## config.mk

```make
export PLATFORM = sky130hd
export DESIGN_NAME = radix2_div_core
export DESIGN_NICKNAME = d
export VERILOG_FILES = /design/src/rtl/radix2_div_core.sv
export SDC_FILE = /design/constraint.sdc
export NUM_CORES = 1
export LEC_CHECK = 0
export BUFFER_PORTS_ARGS = -buffer_cell sky130_fd_sc_hd__buf_2
export CAP_MARGIN = 20
export CELL_PAD_IN_SITES_DETAIL_PLACEMENT = 0
export CELL_PAD_IN_SITES_GLOBAL_PLACEMENT = 1
export CORE_MARGIN = 2
export CORE_UTILIZATION = 48
export CTS_CLUSTER_SIZE = 24
export DETAILED_ROUTE_END_ITERATION = 10
export HOLD_SLACK_MARGIN = 0.1
export PLACE_DENSITY_LB_ADDON = 0.1
export SLEW_MARGIN = 20
export SYNTH_ARGS = -nofsm -noshare
export SYNTH_HDL_FRONTEND = slang
export SYNTH_SLANG_ARGS = --single-unit
```

## constraint.sdc

```tcl
create_clock -name clk -period 7.5 [get_ports clk]
set_input_delay 2.25 -clock clk [delete_from_list [all_inputs] [get_ports clk]]
set_output_delay 2.25 -clock clk [all_outputs]
set_load 0.02 [all_outputs]
```

## src/rtl/radix2_div_core.sv

```systemverilog
// Iterative radix-2 restoring divider (DIV/DIVU) with start/ready/annul handshake.
// Optional macro DIV_ZERO_FAST_EN: a zero divisor completes in one cycle with a zero result.
module radix2_div_core #(
  parameter int WIDTH = 32
) (
  input  logic               clk,
  input  logic               resetn,
  input  logic               signed_div_i,
  input  logic [WIDTH-1:0]   opdata1_i,
  input  logic [WIDTH-1:0]   opdata2_i,
  input  logic               start_i,
  input  logic               annul_i,
  output logic [2*WIDTH-1:0] result_o,
  output logic               ready_o
);

  localparam int CW = $clog2(WIDTH + 1);

  typedef enum logic [1:0] {
    S_IDLE   = 2'd0,
    S_BYZERO = 2'd1,
    S_ON     = 2'd2,
    S_END    = 2'd3
  } state_t;

  state_t               r_state, w_state_next;
  logic [CW-1:0]        r_cnt, w_cnt_next;
  logic                 r_signed, w_signed_next;
  logic                 r_sign_q, w_sign_q_next;
  logic                 r_sign_r, w_sign_r_next;
  logic [WIDTH-1:0]     r_divisor, w_divisor_next;
  logic [WIDTH-1:0]     r_rem, w_rem_next;
  logic [WIDTH-1:0]     r_quo, w_quo_next;
  logic [2*WIDTH-1:0]   r_result, w_result_next;
  logic                 r_ready, w_ready_next;

  logic                 w_accept;
  logic                 w_op1_neg, w_op2_neg;
  logic [WIDTH-1:0]     w_op1_mag, w_op2_mag;
  logic                 w_last;
  logic [WIDTH:0]       w_shift;
  logic                 w_trial_ok;
  logic [WIDTH-1:0]     w_diff;
  logic [WIDTH-1:0]     w_fix_quo, w_fix_rem;

  assign w_accept  = start_i && !annul_i;
  assign w_op1_neg = signed_div_i && opdata1_i[WIDTH-1];
  assign w_op2_neg = signed_div_i && opdata2_i[WIDTH-1];
  assign w_op1_mag = w_op1_neg ? (~opdata1_i + WIDTH'(1)) : opdata1_i;
  assign w_op2_mag = w_op2_neg ? (~opdata2_i + WIDTH'(1)) : opdata2_i;
  assign w_last    = (r_cnt == CW'(WIDTH));

  // One restoring step: {R,Q} << 1, subtract divisor if it fits.
  assign w_shift    = {r_rem, r_quo[WIDTH-1]};
  assign w_trial_ok = (w_shift >= {1'b0, r_divisor});
  assign w_diff     = w_shift[WIDTH-1:0] - r_divisor;

  assign w_fix_quo = (r_signed && r_sign_q) ? (~r_quo + WIDTH'(1)) : r_quo;
  assign w_fix_rem = (r_signed && r_sign_r) ? (~r_rem + WIDTH'(1)) : r_rem;

  // State register
  always_ff @(posedge clk or negedge resetn) begin
    if (!resetn) r_state <= S_IDLE;
    else         r_state <= w_state_next;
  end

  // Next-state logic
  always_comb begin
    w_state_next = r_state;
    case (r_state)
      S_IDLE: begin
        if (w_accept) begin
`ifdef DIV_ZERO_FAST_EN
          w_state_next = (opdata2_i == '0) ? S_BYZERO : S_ON;
`else
          w_state_next = S_ON;
`endif
        end
      end
      S_BYZERO: w_state_next = annul_i ? S_IDLE : S_END;
      S_ON: begin
        if (annul_i)     w_state_next = S_IDLE;
        else if (w_last) w_state_next = S_END;
      end
      S_END:    if (!start_i) w_state_next = S_IDLE;
      default:  w_state_next = S_IDLE;
    endcase
  end

  // Output / datapath next values
  always_comb begin
    w_cnt_next     = r_cnt;
    w_signed_next  = r_signed;
    w_sign_q_next  = r_sign_q;
    w_sign_r_next  = r_sign_r;
    w_divisor_next = r_divisor;
    w_rem_next     = r_rem;
    w_quo_next     = r_quo;
    w_result_next  = r_result;
    w_ready_next   = r_ready;
    case (r_state)
      S_IDLE: begin
        if (w_accept) begin
          w_signed_next  = signed_div_i;
          w_sign_q_next  = w_op1_neg ^ w_op2_neg;
          w_sign_r_next  = w_op1_neg;
          w_divisor_next = w_op2_mag;
          w_rem_next     = '0;
          w_quo_next     = w_op1_mag;
          w_cnt_next     = '0;
        end
      end
      S_BYZERO: begin
        if (!annul_i) begin
          w_result_next = '0;
          w_ready_next  = 1'b1;
        end
      end
      S_ON: begin
        if (!annul_i) begin
          if (!w_last) begin
            w_rem_next = w_trial_ok ? w_diff : w_shift[WIDTH-1:0];
            w_quo_next = {r_quo[WIDTH-2:0], w_trial_ok};
            w_cnt_next = r_cnt + CW'(1);
          end else begin
            w_result_next = {w_fix_rem, w_fix_quo};
            w_ready_next  = 1'b1;
          end
        end
      end
      S_END: begin
        if (!start_i) begin
          w_result_next = '0;
          w_ready_next  = 1'b0;
        end
      end
      default: ;
    endcase
  end

  always_ff @(posedge clk or negedge resetn) begin
    if (!resetn) begin
      r_cnt     <= '0;
      r_signed  <= 1'b0;
      r_sign_q  <= 1'b0;
      r_sign_r  <= 1'b0;
      r_divisor <= '0;
      r_rem     <= '0;
      r_quo     <= '0;
      r_result  <= '0;
      r_ready   <= 1'b0;
    end else begin
      r_cnt     <= w_cnt_next;
      r_signed  <= w_signed_next;
      r_sign_q  <= w_sign_q_next;
      r_sign_r  <= w_sign_r_next;
      r_divisor <= w_divisor_next;
      r_rem     <= w_rem_next;
      r_quo     <= w_quo_next;
      r_result  <= w_result_next;
      r_ready   <= w_ready_next;
    end
  end

  assign result_o = r_result;
  assign ready_o  = r_ready;

endmodule

```

* After elaboration in Yosys (flattened, before gate mapping)
Cells that the tools add are included.
Word-level totals: flip-flop bits (word level) 172, bits in latches 0, memory bits (writable) 0, memory bits (read-only) 0, input port bits 69, output and inout port bits 65, logic and storage cells 79, memories kept 0
Operators by class: $add $sub $neg 6, multiply operators 0, div/mod/pow operators 0, magnitude comparators 1, eq/ne operators 11, shifts and indexed selects 0, mux-type cells 33, bitwise operators 5, reductions and logical operators 13
Operators with widths (count):
- $mux W32 | 11
- $mux W64 | 4
- $pmux W64 S3 | 1
- $add A32 B1 Y32 const B | 4
- $not A32 Y32 | 4
- $pmux W32 S2 | 2
- $ge A33 B32 Y1 | 1
- $sub A32 B32 Y32 | 1
- $mux W6 | 3
- $ne A2 B2 Y1 const B | 6
- $pmux W6 S2 | 1
- $mux W2 | 5
- $pmux W2 S4 | 1
- $add A6 B1 Y6 const B | 1
- $eq A6 B6 Y1 const B | 1
- $logic_and A1 B1 Y1 | 5
- $reduce_and A5 Y1 | 1
- $eq A2 B2 Y1 const B | 2
- $mux W1 | 4
- $reduce_and A4 Y1 | 1
- $ne A3 B3 Y1 const B | 1
- $pmux W1 S3 | 1
- $reduce_and A3 Y1 | 1
- $reduce_bool A3 Y1 | 1
- 6 further kinds | 6

* Depth between registers and ports, before layout
Gate-level depths: netlist of run 1.
depth in word-level cells 6, depth in mapped cells 14, gate-level depth less buffers 13

* Worst setup path before layout of run 1
Ideal clock, no wire load.
path kind input-to-reg, start input opdata1_i[16], end register r_quo[26], setup time 0.135 ns, data arrival time 4.354 ns, required time 7.365 ns, setup slack 3.011 ns, stages on the path 8, buffers on the path 0, path through or4_1 or3_1 or4_1 nor4_2 nor2_1 xor2_1 mux2i_1 o21ai_0
Between the ends: word-level cells in the longest chain between the ends 5
Ends and longest elaborated chain:
- from (decl) | RTL line 9 | input logic [WIDTH-1:0] opdata1_i,
- $not A32 Y32 | RTL line 49 | assign w_op1_mag = w_op1_neg ? (~opdata1_i + WIDTH'(1)) : opdata1_i;
- $add A32 B1 Y32 | RTL line 49
- $mux W32 | RTL line 49
- $mux W32 | RTL line 103 | if (w_accept) begin
- $pmux W32 S2 | RTL line 101 | case (r_state)
- to (signal assigned) | RTL line 159 | r_quo <= w_quo_next;
- to (decl) | RTL line 33 | logic [WIDTH-1:0] r_quo, w_quo_next;
No other way between the ends. The select of a mux whose other input is x is not followed. A chain may end at the register's enable or synchronous reset.

* Worst setup path in the final report of run 1
Same ends and word-level chain as after synthesis.

==> flow_summary_export.csv, run 1 <==
group,metric,value,unit
clock_tree,clk_path_buf_depth,2,
sta,setup_tns,0,ns
sta,fmax,227,MHz
floorplanning,start_util,48.5,%
sta,grt_setup_unrepaired,"false",
drt,drt-total-wl,29.8,mm
synth,syn_area_per_cell,8.31,sq um
clock_tree,ctsHoldBuffers,0,
floorplanning,rows,56,
global_routing,track_usage,24.2,%
final_layout,antenna_cells,0,
placed_design,hpwl,22.1,mm
drt,first_pass_iters,7,
drt,wire_per_inst,16.7,um
drt,drc,0,
clock_tree,clock-sinks,172,
synth,yosysTopAreaCell,"dfrtp_1",
sta,fin_crit_sh,58.7,%
status,run_status,"finished clean",
sta,worst_pin_slew,0.978,ns
final_layout,final_core_util,54.7,%
final_layout,nNetsFinal,1565,
pwr,p_leak,5.78,nW
setup_path,timing.rr.end,"r_rem[1]",
clock_tree,numCtsBuffers,17,
floorplanning,core,23300,sq um
setup_path,crit_path_start,"opdata1_i[16]",
clock_tree,cts-resized-gates,0,
synth,synth_edf_count,0,
synth,synth_cell_types,66,
drt,drtIter0Drc,755,
final_layout,syn_to_final_growth,12.8,%
drt,ant_nets,0,
clock_tree,clk_pin_slew,0.07,ns
setup_path,worst_setup_path_start_kind,"input pin",
clock_tree,htree_levels,4,
sta,drv_slew,0,
placed_design,port_buffers,133,
clock_tree,cts_tree,"done",
clock_tree,postCtsSetupRepairBufs,0,
floorplanning,die-area,24800,sq um
global_routing,grt_pass1_wl,47.3,mm
hold_path,holdCritStartpoint,"result_o[36]",
global_routing,antenna_found_initial,0,
floorplanning,die_y,158,um
sta,slew_headroom,34.8,%
clock_tree,root_buffer,"clkbuf_16",
final_layout,drive_above_1_share,13.4,%
sta,fin_skew,0.0108,ns
synth,yosysSeqAreaShare,38.0,%
pwr,power.density,431,nW/um^2
synth,synth_area,11300,sq um
synth,yosys_warnings,0,
global_routing,grt_pass1_vias,8559,
setup_path,required,7.77,ns
setup_path,critPathKind,"in -> reg",
sta,period_needed,4.41,ns
setup_path,rrSetupSlack,3.69,ns
pwr,ir_worst_vdd,0.240,mV
setup_path,worstPathMaxFanout,3,
global_routing,grt_max_degree,102,
synth,ys_seq_elements,172,
synth,synth_area_leaders,"dfrtp_1, o21ai_0, nand2_1, xor2_1, xnor2_1",
clock_tree,clk-insertion-delay-late,0.44,ns
setup_path,worstReg2RegStart,"r_rem[11]",
placed_design,place.gp.congestion,0.881,
setup_path,reg2reg_depth,10,
final_layout,layout_common_cells,"nand2_1, o21ai_0, dfrtp_1",
drt,via_count,9861,
placed_design,dp.cells,1752,
setup_path,cp-end-kind,"flip-flop",
final_layout,layout_commonest_cell,"nand2_1",
sta,hold_viol_final,0,
drt,vias_per_cell,5.53,
floorplanning,fp.dieW,158,um
setup_path,arrival,4.68,ns
hold_path,holdPathEnd,"result_o[36]",
final_layout,final_cells,1784,
job,cap_viol_max_count,0,
synth,synth_cells,1362,
sta,setup_violations,0,
synth,async_flop_share,100,%
floorplanning,ios,134,
hold_path,holdCritPathClass,"reg -> reg",
synth,netlist.area_leader.share,38.0,%
synth,synth_flop_cell,"dfrtp_1",
synth,synth_nets,1475,
global_routing,gr-total-overflow,0,
hold_path,holdPathStages,2,
-- through the flow --
step / hold slack, ns / instance area, sq um / total power [W] / setup slack (ns)
after floorplan: 0.448 / 11300 / 0.00381 / 3.01
after global placement: 0.457 / 12200 / 0.00456 / 2.66
after detailed placement: 0.462 / 12200 / 0.00460 / 2.62
after CTS: 0.478 / 12800 / 0.00551 / 3.09
after global routing: 0.498 / 12800 / 0.00597 / 2.97
final: 0.470 / 12800 / 0.00550 / 3.09
-- registers in the layout, indices dropped and copies added (netlist names) --
signal and flops:
r_rem 32, ready_o 1, r_sign_q 1, r_divisor 32, r_quo 32, r_sign_r 1
r_cnt 6, r_signed 1, r_state 2, result_o 64
-- layer usage --
metal  wire (um)  GRT usage [%]  up-vias
li1            -              -     5010
met2       11400           31.5      286
met1       16600           41.7     4550
met5           0              0        -
met4         170           4.03        0
met3        1550           3.08       15
-- cell families after synthesis --
kind of cell | after synthesis | synth area share [%]
and+or+nand+nor | 454 | 18.6
AOI/OAI and AO/OA | 407 | 21.6
DFF | 172 | 38.0
xor gates and xnor gates | 142 | 11.0
buffers and inverters | 129 | 4.54
adders and majority gates | 44 | 4.93
muxes | 14 | 1.25
-- area by class of cell --
type                            instances  area [sq um]
Fill cell                            2312         10600
Multi-Input combinational cell       1061          6510
Sequential cell                       172          4300
Timing Repair Buffer                  141           732
Clock buffer                           17           425
Tap cell                              319           399
Inverter                               59           221
Clock inverter                         15           170
-- Yosys cell counts (all sizes together), types with 4 or more instances --
cell and number:
a31oi 9, buf 16, nor3b 5, o41ai 15
nand2 212, or3 14, mux2i 13, nand2b 5
dfrtp 172, o21ai 187, a32oi 8, ha 43
or4 15, nor4 12, and3 12, nor3 17
nand3 45, nand3b 6, o311ai 16, clkbuf 54
nand4 8, o31ai 32, a221oi 4, xor2 73
nor2 87, xnor2 69, inv 58, o211ai 4
a21o 13, a21oi 96, nor2b 6, and2 7
-- critical path, stage by stage --
cell and delay [ns]:
buf_2 0.12, or4_1 0.57, or3_1 0.40, or4_1 0.60
nor4_2 0.27, nor2_1 0.09, xor2_1 0.17, mux2i_1 0.12
o21ai_0 0.09
-- worst max-delay path by stage --
stage | depth (start not counted) | end | slack [ns]
6_report | 9 | r_quo[26] | 3.09
5_1_grt | 9 | r_quo[26] | 2.97
4_1_cts | 9 | r_quo[26] | 3.09
3_5_place_dp | 9 | r_quo[26] | 2.62
3_3_place_gp | 9 | r_quo[26] | 2.66
2_1_floorplan | 8 | r_quo[26] | 3.01
-- where the power goes --
group | internal (W) | total, W | leakage (nW) | switching, W
clock network | 0.000452 | 0.000899 | 0.290 | 0.000447
logic | 0.00107 | 0.00293 | 3.24 | 0.00186
registers | 0.00128 | 0.00167 | 2.24 | 0.000389
No activity file was read; power rests on OpenSTA's default activity.
==> run 2, diff against run 1 <==
CORE_UTILIZATION = 45   (was 48)
clock period = 4.25 ns   (was 7.5 ns; I/O delays follow)
==> flow_summary_export.csv, run 2 (synthesized netlist as in run 1, its figures left out) <==
group,metric,value,unit
setup_path,worstReg2RegStart,"r_rem[6]",
global_routing,gr-total-overflow,0,
pwr,p_leak,5.86,nW
setup_path,cp_slowest_cell,"o311a_1",
final_layout,drive_above_1_share,14.1,%
floorplanning,die_y,163,um
hold_path,holdPathStages,2,
setup_path,max_stage_delay,0.49,ns
global_routing,grt_pass1_vias,9128,
sta,hold_viol_final,0,
floorplanning,rows,58,
placed_design,port_buffers,133,
floorplanning,core,25000,sq um
sta,drv_slew,0,
setup_path,path_delay_family,"compound AO/OA/AOI/OAI gates",
placed_design,place.gp.congestion,0.921,
setup_path,worstPathMaxFanout,16,
sta,fmax,279,MHz
setup_path,cpMostUsedCell,"a21oi_1",
clock_tree,cts-resized-gates,0,
job,cap_viol_max_count,0,
setup_path,timing.rr.end,"r_rem[1]",
drt,drtIter0Drc,627,
clock_tree,root_buffer,"clkbuf_16",
clock_tree,numCtsBuffers,17,
setup_path,crit_chain,"ha_1, a21oi_1, nand3b_1, a22o_1, a21oi_1, o211ai_2, a41oi_2, o311a_1, buf_4, mux2i_1, o22ai_1",
status,run_status,"finished clean",
clock_tree,htree_levels,4,
global_routing,antenna_found_initial,0,
hold_path,holdCritStartpoint,"result_o[50]",
final_layout,largest_register_ffs,64,
clock_tree,clk_pin_slew,0.08,ns
setup_path,arrival,3.85,ns
setup_path,required,4.52,ns
sta,worst_pin_slew,1.06,ns
clock_tree,ctsHoldBuffers,0,
clock_tree,clk-insertion-delay-late,0.45,ns
pwr,ir_worst_vdd,0.498,mV
clock_tree,postCtsSetupRepairBufs,0,
global_routing,track_usage,23.6,%
sta,period_needed,3.58,ns
final_layout,layout_commonest_cell,"nand2_1",
clock_tree,cts_tree,"done",
setup_path,worst_setup_path_start_kind,"flip-flop",
setup_path,crit_buf_inv,1,
sta,grt_setup_unrepaired,"false",
final_layout,nNetsFinal,1578,
floorplanning,fp.dieW,163,um
final_layout,antenna_cells,0,
drt,vias_per_cell,5.53,
hold_path,holdCritPathClass,"reg -> reg",
clock_tree,clk_path_buf_depth,2,
sta,fin_crit_sh,84.2,%
drt,first_pass_iters,5,
final_layout,final_cells,1808,
setup_path,cp-end-kind,"flip-flop",
final_layout,layout_common_cells,"nand2_1, o21ai_0, dfrtp_1",
sta,setup_tns,0,ns
pwr,power.density,765,nW/um^2
drt,drc,0,
setup_path,rrSetupSlack,0.67,ns
final_layout,syn_to_final_growth,14.3,%
placed_design,dp.cells,1776,
drt,wire_per_inst,17.0,um
hold_path,holdPathEnd,"result_o[50]",
placed_design,hpwl,22.9,mm
setup_path,critPathKind,"reg -> reg",
drt,ant_nets,0,
sta,fin_skew,0.0146,ns
global_routing,grt_pass1_wl,49.7,mm
floorplanning,start_util,45.3,%
global_routing,grt_max_degree,80,
sta,setup_violations,0,
final_layout,fill_cells,2445,
drt,via_count,10006,
sta,slew_headroom,29.5,%
floorplanning,ios,134,
setup_path,reg2reg_depth,11,
drt,drt-total-wl,30.8,mm
floorplanning,die-area,26400,sq um
clock_tree,clock-sinks,172,
## run 2: final cells by class
cell class              count  area, sq um  area share (%)
multi-input cells        1061         6510            50.3
flip-flops and latches    172         4300            33.3
repair buffers            154          855            6.61
clock buffers              17          425            3.29
well taps                 330          413            3.19
inverters                  59          221            1.71
clock inverters            15          206            1.60
## run 2: worst max-delay path by stage
stage / from / end / slack (ns) / cells after the start
after floorplan: opdata1_i[16] / r_quo[26] / 0.74 / 8
after global placement: opdata1_i[16] / r_quo[26] / 0.41 / 9
after detailed placement: opdata2_i[8] / r_divisor[29] / 0.41 / 9
after CTS: r_rem[6] / r_rem[1] / 0.75 / 11
after global routing: r_quo[31] / r_rem[28] / 0.40 / 14
final: r_rem[6] / r_rem[1] / 0.67 / 11
## run 2: tightest hold or removal path: stages, from the launching register on
cell and delay (ns):
dfrtp_1 0.34, nand2_1 0.04, o21ai_0 0.06
## run 2: where the power goes
group	internal (W)	switching (W)
Combinational	0.00197	0.00336
Sequential	0.00226	0.000666
Clock	0.000815	0.000826
Total	0.00505	0.00485
## run 2: layer usage
layer  wire length [um]  track usage, %
met4                293            4.38
met1              16700            39.8
met5                  0               0
met2              11900            31.3
met3               1890            3.62
## run 2: through the flow
step | hold WS, ns | worst slack, ns | util, % | cell area, sq um | total power (W)
finish | 0.475 | 0.672 | 51.8 | 12900 | 0.00990
global route | 0.498 | 0.395 | 51.8 | 12900 | 0.0108
CTS | 0.483 | 0.745 | 51.8 | 12900 | 0.00991
detailed placement | 0.465 | 0.413 | 49.3 | 12300 | 0.00826
global placement | 0.458 | 0.412 | 49.3 | 12300 | 0.00820
floorplan | 0.448 | 0.736 | - | 11300 | 0.00672
